$ cat src/rtl/pipeline_hazard_ctrl.sv
// Stall/flush sequencer for a 5-stage pipeline. It handles load-use hazards, taken branches
// resolved in MEM and data-memory wait states, and keeps saturating stall/flush counters.
module pipeline_hazard_ctrl #(
  parameter int CNT_W       = 16,
  parameter int MEM_TIMEOUT = 8
) (
  input  logic             i_clk,
  input  logic             i_rst,
  input  logic [4:0]       i_ifid_rs,
  input  logic [4:0]       i_ifid_rt,
  input  logic             i_ifid_uses_rt,
  input  logic             i_idex_MemRead,
  input  logic [4:0]       i_idex_rt,
  input  logic             i_exmem_Branch,
  input  logic             i_exmem_Zero,
  input  logic             i_exmem_mem_access,
  input  logic             i_mem_ready,
  output logic             o_pc_write,
  output logic             o_ifid_write,
  output logic             o_pipe_write,
  output logic             o_ifid_flush,
  output logic             o_idex_flush,
  output logic             o_exmem_flush,
  output logic             o_pc_src,
  output logic             o_mem_timeout,
  output logic [CNT_W-1:0] o_stall_count,
  output logic [CNT_W-1:0] o_flush_count,
  output logic [1:0]       o_state
);

  localparam int WW = $clog2(MEM_TIMEOUT + 1);
  localparam logic [WW-1:0]    TO_VAL  = WW'(MEM_TIMEOUT);
  localparam logic [WW-1:0]    WAIT_1  = WW'(1);
  localparam logic [CNT_W-1:0] CNT_MAX = '1;

  typedef enum logic [1:0] {
    ST_RUN      = 2'd0,
    ST_LU_STALL = 2'd1,
    ST_MEM_WAIT = 2'd2
  } state_t;

  // Handshake-free block: every output is a level qualified by the current cycle only;
  // the datapath samples the enables and flushes at the same rising edge as this block.

  state_t          r_state;
  logic [WW-1:0]   r_wait_cnt;
  logic            r_mem_timeout;
  logic [CNT_W-1:0] r_stall_count;
  logic [CNT_W-1:0] r_flush_count;

  state_t        w_next_state;
  logic [WW-1:0] w_next_wait;
  logic          w_set_timeout;
  logic          w_br_event;
  logic          w_mem_hold;
  logic          w_br_take;
  logic          w_lu;

  assign w_mem_hold = i_exmem_mem_access & ~i_mem_ready;
  assign w_br_take  = i_exmem_Branch & i_exmem_Zero;
  assign w_lu       = i_idex_MemRead & (i_idex_rt != 5'd0) &
                      ((i_idex_rt == i_ifid_rs) | (i_ifid_uses_rt & (i_idex_rt == i_ifid_rt)));

  always_comb begin
    o_pc_write    = 1'b1;
    o_ifid_write  = 1'b1;
    o_pipe_write  = 1'b1;
    o_ifid_flush  = 1'b0;
    o_idex_flush  = 1'b0;
    o_exmem_flush = 1'b0;
    o_pc_src      = 1'b0;
    w_next_state  = ST_RUN;
    w_next_wait   = '0;
    w_set_timeout = 1'b0;
    w_br_event    = 1'b0;
    if (i_rst) begin
      o_pc_write    = 1'b0;
      o_ifid_write  = 1'b0;
      o_pipe_write  = 1'b0;
      o_ifid_flush  = 1'b1;
      o_idex_flush  = 1'b1;
      o_exmem_flush = 1'b1;
    end else begin
      case (r_state)
        ST_RUN, ST_LU_STALL: begin
          if (w_mem_hold) begin
            o_pc_write   = 1'b0;
            o_ifid_write = 1'b0;
            o_pipe_write = 1'b0;
            w_next_state = ST_MEM_WAIT;
            w_next_wait  = WAIT_1;
          end else if (w_br_take) begin
            o_pc_src      = 1'b1;
            o_ifid_flush  = 1'b1;
            o_idex_flush  = 1'b1;
            o_exmem_flush = 1'b1;
            w_br_event    = 1'b1;
          end else if (w_lu && (r_state == ST_RUN)) begin
            // The bubble inserted here resolves the hazard, so LU_STALL ignores lu.
            o_pc_write   = 1'b0;
            o_ifid_write = 1'b0;
            o_idex_flush = 1'b1;
            w_next_state = ST_LU_STALL;
          end
        end
        ST_MEM_WAIT: begin
          if (!i_mem_ready && (r_wait_cnt < TO_VAL)) begin
            o_pc_write   = 1'b0;
            o_ifid_write = 1'b0;
            o_pipe_write = 1'b0;
            w_next_state = ST_MEM_WAIT;
            w_next_wait  = r_wait_cnt + WAIT_1;
          end else if (!i_mem_ready) begin
            w_set_timeout = 1'b1;
          end
        end
        default: w_next_state = ST_RUN;
      endcase
    end
  end

  always_ff @(posedge i_clk) begin
    if (i_rst) begin
      r_state       <= ST_RUN;
      r_wait_cnt    <= '0;
      r_mem_timeout <= 1'b0;
      r_stall_count <= '0;
      r_flush_count <= '0;
    end else begin
      r_state    <= w_next_state;
      r_wait_cnt <= w_next_wait;
      if (w_set_timeout) begin
        r_mem_timeout <= 1'b1;
      end
      if (!o_pc_write && (r_stall_count != CNT_MAX)) begin
        r_stall_count <= r_stall_count + 1'b1;
      end
      if (w_br_event && (r_flush_count != CNT_MAX)) begin
        r_flush_count <= r_flush_count + 1'b1;
      end
    end
  end

  assign o_mem_timeout = r_mem_timeout;
  assign o_stall_count = r_stall_count;
  assign o_flush_count = r_flush_count;
  assign o_state       = r_state;

endmodule
$ cat config.mk
export PLATFORM = sky130hd
export DESIGN_NAME = pipeline_hazard_ctrl
export DESIGN_NICKNAME = d
export VERILOG_FILES = /design/src/rtl/pipeline_hazard_ctrl.sv
export SDC_FILE = /design/constraint.sdc
export NUM_CORES = 1
export LEC_CHECK = 0
export BUFFER_PORTS_ARGS = -buffer_cell sky130_fd_sc_hd__buf_4
export CAP_MARGIN = 30
export CELL_PAD_IN_SITES_DETAIL_PLACEMENT = 0
export CELL_PAD_IN_SITES_GLOBAL_PLACEMENT = 1
export CORE_ASPECT_RATIO = 0.8
export CORE_MARGIN = 2
export CORE_UTILIZATION = 40
export CTS_CLUSTER_SIZE = 24
export DETAILED_ROUTE_END_ITERATION = 10
export GPL_ROUTABILITY_DRIVEN = 0
export PLACE_DENSITY_LB_ADDON = 0.1
export SLEW_MARGIN = 10
export SYNTH_ARGS = -nofsm -noshare
export SYNTH_HDL_FRONTEND = slang
export SYNTH_SLANG_ARGS = --single-unit
export TNS_END_PERCENT = 30
$ cat constraint.sdc
create_clock -name i_clk -period 6.2 [get_ports i_clk]
set_clock_uncertainty 0.05 [all_clocks]
set_input_delay 0.31 -clock i_clk [delete_from_list [all_inputs] [get_ports i_clk]]
set_output_delay 0.31 -clock i_clk [all_outputs]
set_load 0.01 [all_outputs]
==> impl_metrics.toml <==
[critical_path]
path_buf_inv = 0
cp_top_family = "simple AND/OR/NAND/NOR gates"
critPathLaunchType = "register"
critical_path_class = "reg2reg"
crit_chain = "nand4_2 -> or4_4 -> nor3b_2 -> a21o_4 -> nor2_4 -> xor2_1 -> nor2_1"
worstPathRequired_ps = 6330
cpPeakStageDelay_ps = 570
r2r_end = "o_stall_count[0]$_SDFFE_PP0P_"
r2r_cells = 7
r2r_start = "o_stall_count[3]$_SDFFE_PP0P_"
crit_slowest_cell = "or4_4"
worst_setup_path_end_kind = "register"
r2r_setup_slack_ps = 3940
critPathMaxFanout = 11
worstPathArrival_ps = 2390

[clocking]
cts.reportedPaths.clkPinSlew_ps = 80
cts_resized = 0
cts_setup_buffers = 0
hold_buffers = 0
htree_levels = 2
cts_buffers = 5
clockBufferDepth = 2
cts_tree = "done"
cts_sinks = 39
clk_latency_ps = 300
root_buffer = "clkbuf_8"

[cells_and_area]
num-nets-final = 330
diodes = 0
stdcell_count = 367
areaGrowthSynthToFinish_pct = 27.9
fillers = 500
drive_gt1_share_pct = 29.8
register_area_sq_um = 781
multi_input_area_sq_mm = 0.00123

[logic_synthesis]
avgSynthCellArea_sq_um = 8.75
async_reset_ff_share_pct = 0
synth_area_sq_mm = 0.00212
synth_nets = 268
yosys_register_bits = 39
synth-edff-count = 0
ys_seq_area_share_pct = 36.9
synth.distinct_cells = 53
synth_ff_type = "dfxtp_1"
yosysWarnings = 0
syn_inst = 242

[power_and_ir_drop]
power.leakage_uw = 0.00107
peakVddDrop_v = 0.000118
fin_total_pwr_uw = 538
powerDensity_mw_per_mm2 = 198

[detailed_routing]
via_per_inst = 5.13
via_count = 1881
wl_per_cell_um = 12.8
wl_um = 4710
ant_nets = 0
drt-pass1-iter-count = 4
drc = 0
drt_iter0_markers = 114

[hold_path]
hold_start = "i_mem_ready"
holdPathStages = 2
min_to = "o_state[1]$_SDFF_PP0_"
min_path_type = "in2reg"

[global_route]
grt_max_degree = 43
grt_pass1_vias = 1691
antenna_found_initial = 0
grtUsageTotal_pct = 16.4
grt_overflow_total = 0
grt_pass1_wl_um = 7900

[floorplanning]
ios = 65
die_h_um = 69.1
core_area_sq_mm = 0.00506
fp-row-count = 23
dieArea_sq_mm = 0.00590
dieWidth_um = 85.4
start_util_pct = 41.8

[sta]
tns_ps = 0
rsz0062_at_grt = "false"
finalCritPeriodShare_pct = 36.5
slew_violations = 0
setup_violations = 0
slew_headroom_pct = 59.6
fmax_ghz = 0.442
hold_violations = 0
max_slew.worst_pin.slew_ps = 600
finalCriticalPeriod_ps = 2260

[placement]
io_buffer_count = 64
place_hpwl_um = 3440
dp.cells = 359

[job]
maxCapViolCount = 0

[outcome]
outcome = "finished, final reports clean"
[final cells by class]
| type | count | share of cell area, % |
|---|---|---|
| Tap cell | 62 | 2.86 |
| Timing Repair Buffer | 64 | 17.7 |
| Sequential cell | 39 | 28.8 |
| Multi-Input combinational cell | 187 | 45.3 |
| Inverter | 7 | 0.970 |
| Clock inverter | 2 | 1.29 |
| Clock buffer | 6 | 3.05 |
[worst reg2reg max path, cell delays in order, from the launching register on]
cell and delay, ps:
dfxtp_1 450, nand4_2 190, or4_4 580, nor3b_2 200, a21o_4 240, nor2_4 220
xor2_1 170, nor2_1 50
[worst max path at each step]
stage,start,endpoint,slack (ps),cells after the start
floorplan,o_stall_count[7]$_SDFFE_PP0P_,o_stall_count[15]$_SDFFE_PP0P_,4060,7
global route,i_idex_rt[1],o_pc_write,3740,8
detailed placement,i_idex_rt[1],o_stall_count[0]$_SDFFE_PP0P_,3900,8
CTS,o_stall_count[0]$_SDFFE_PP0P_,o_stall_count[0]$_SDFFE_PP0P_,3920,8
global placement,i_idex_rt[1],o_stall_count[0]$_SDFFE_PP0P_,3920,8
finish,o_stall_count[3]$_SDFFE_PP0P_,o_stall_count[0]$_SDFFE_PP0P_,3940,7
[kinds of logic (layout without fill, tap and decap cells)]
| logic type | after synthesis | in the layout | share of synthesized area (%) |
|---|---|---|---|
| muxes | 1 | 1 | 0.473 |
| adders and majority gates | 3 | 3 | 1.77 |
| buffers and inverters | 16 | 79 | 5.20 |
| and+or+nand+nor | 110 | 110 | 29.0 |
| AOI/OAI and AO/OA | 45 | 45 | 15.1 |
| xor gates and xnor gates | 28 | 28 | 11.6 |
| DFF | 39 | 39 | 36.9 |
[cell usage in the layout, fill, tap and decap left out, drive strengths merged, types with 2 or more instances in the layout]
master and instances:
nand3 16, ha 3, nand2 15, dfxtp 39, nor3 4, o21a 2, o22ai 2, clkbuf 6
or3 7, nor3b 3, nand4 8, nor4 2, xor2 13, nor2b 5, xnor2 15, and3 3
buf 64, a21oi 12, inv 7, and4 2, o211ai 3, o31ai 4, nand2b 2, nor2 35
o21ai 12, or4 5
[metal layers]
layer / GRT usage [%] / vias up / share of wire [%]
met5: 0 / - / 0
met2: 22.9 / 42 / 42
met4: 5.82 / 0 / 1.6
li1: - / 988 / -
met3: 4.19 / 8 / 5.2
met1: 24.3 / 843 / 51
[sequential cells by signal, summed over array words and instances (netlist names)]
register	flops
o_mem_timeout	1
o_flush_count	16
o_stall_count	16
o_state	2
r_wait_cnt	4
[through the flow]
| stage | cell area [sq um] | setup slack (ps) | hold slack, ps | utilization (%) |
|---|---|---|---|---|
| finish | 2710 | 3940 | 181 | 53.5 |
| global route | 2710 | 3740 | 172 | 53.5 |
| CTS | 2710 | 3920 | 170 | 53.5 |
| detailed placement | 2590 | 3900 | 401 | 51.2 |
| global placement | 2590 | 3920 | 399 | 51.2 |
| floorplan | 2120 | 4060 | 347 | - |
[cells in the mapped netlist (all sizes together) (3+ instances only)]
cell type  number  area share [%]
buf             5             2.3
nor3b           3             1.5
o31ai           4             1.4
or3             7             2.2
a21oi          12             2.8
nor2b           5             1.6
nand3          16             3.8
nor2           35             6.6
nand2          15             2.7
inv             7             1.2
xor2           13             5.4
nor3            4            0.95
clkbuf          4             1.7
xnor2          15             6.2
o21ai          12             3.7
o211ai          3             1.5
or4             5             1.9
dfxtp          39              37
nand4           8             3.0
and3            3            0.95
ha              3             1.8
[power by group]
part	total, uW	switching, uW	internal, uW
registers	257	4.36	253
clock network	223	92.7	130
logic	57.3	28.1	29.2
total	538	125	412
No activity file was read; power rests on OpenSTA's default activity.
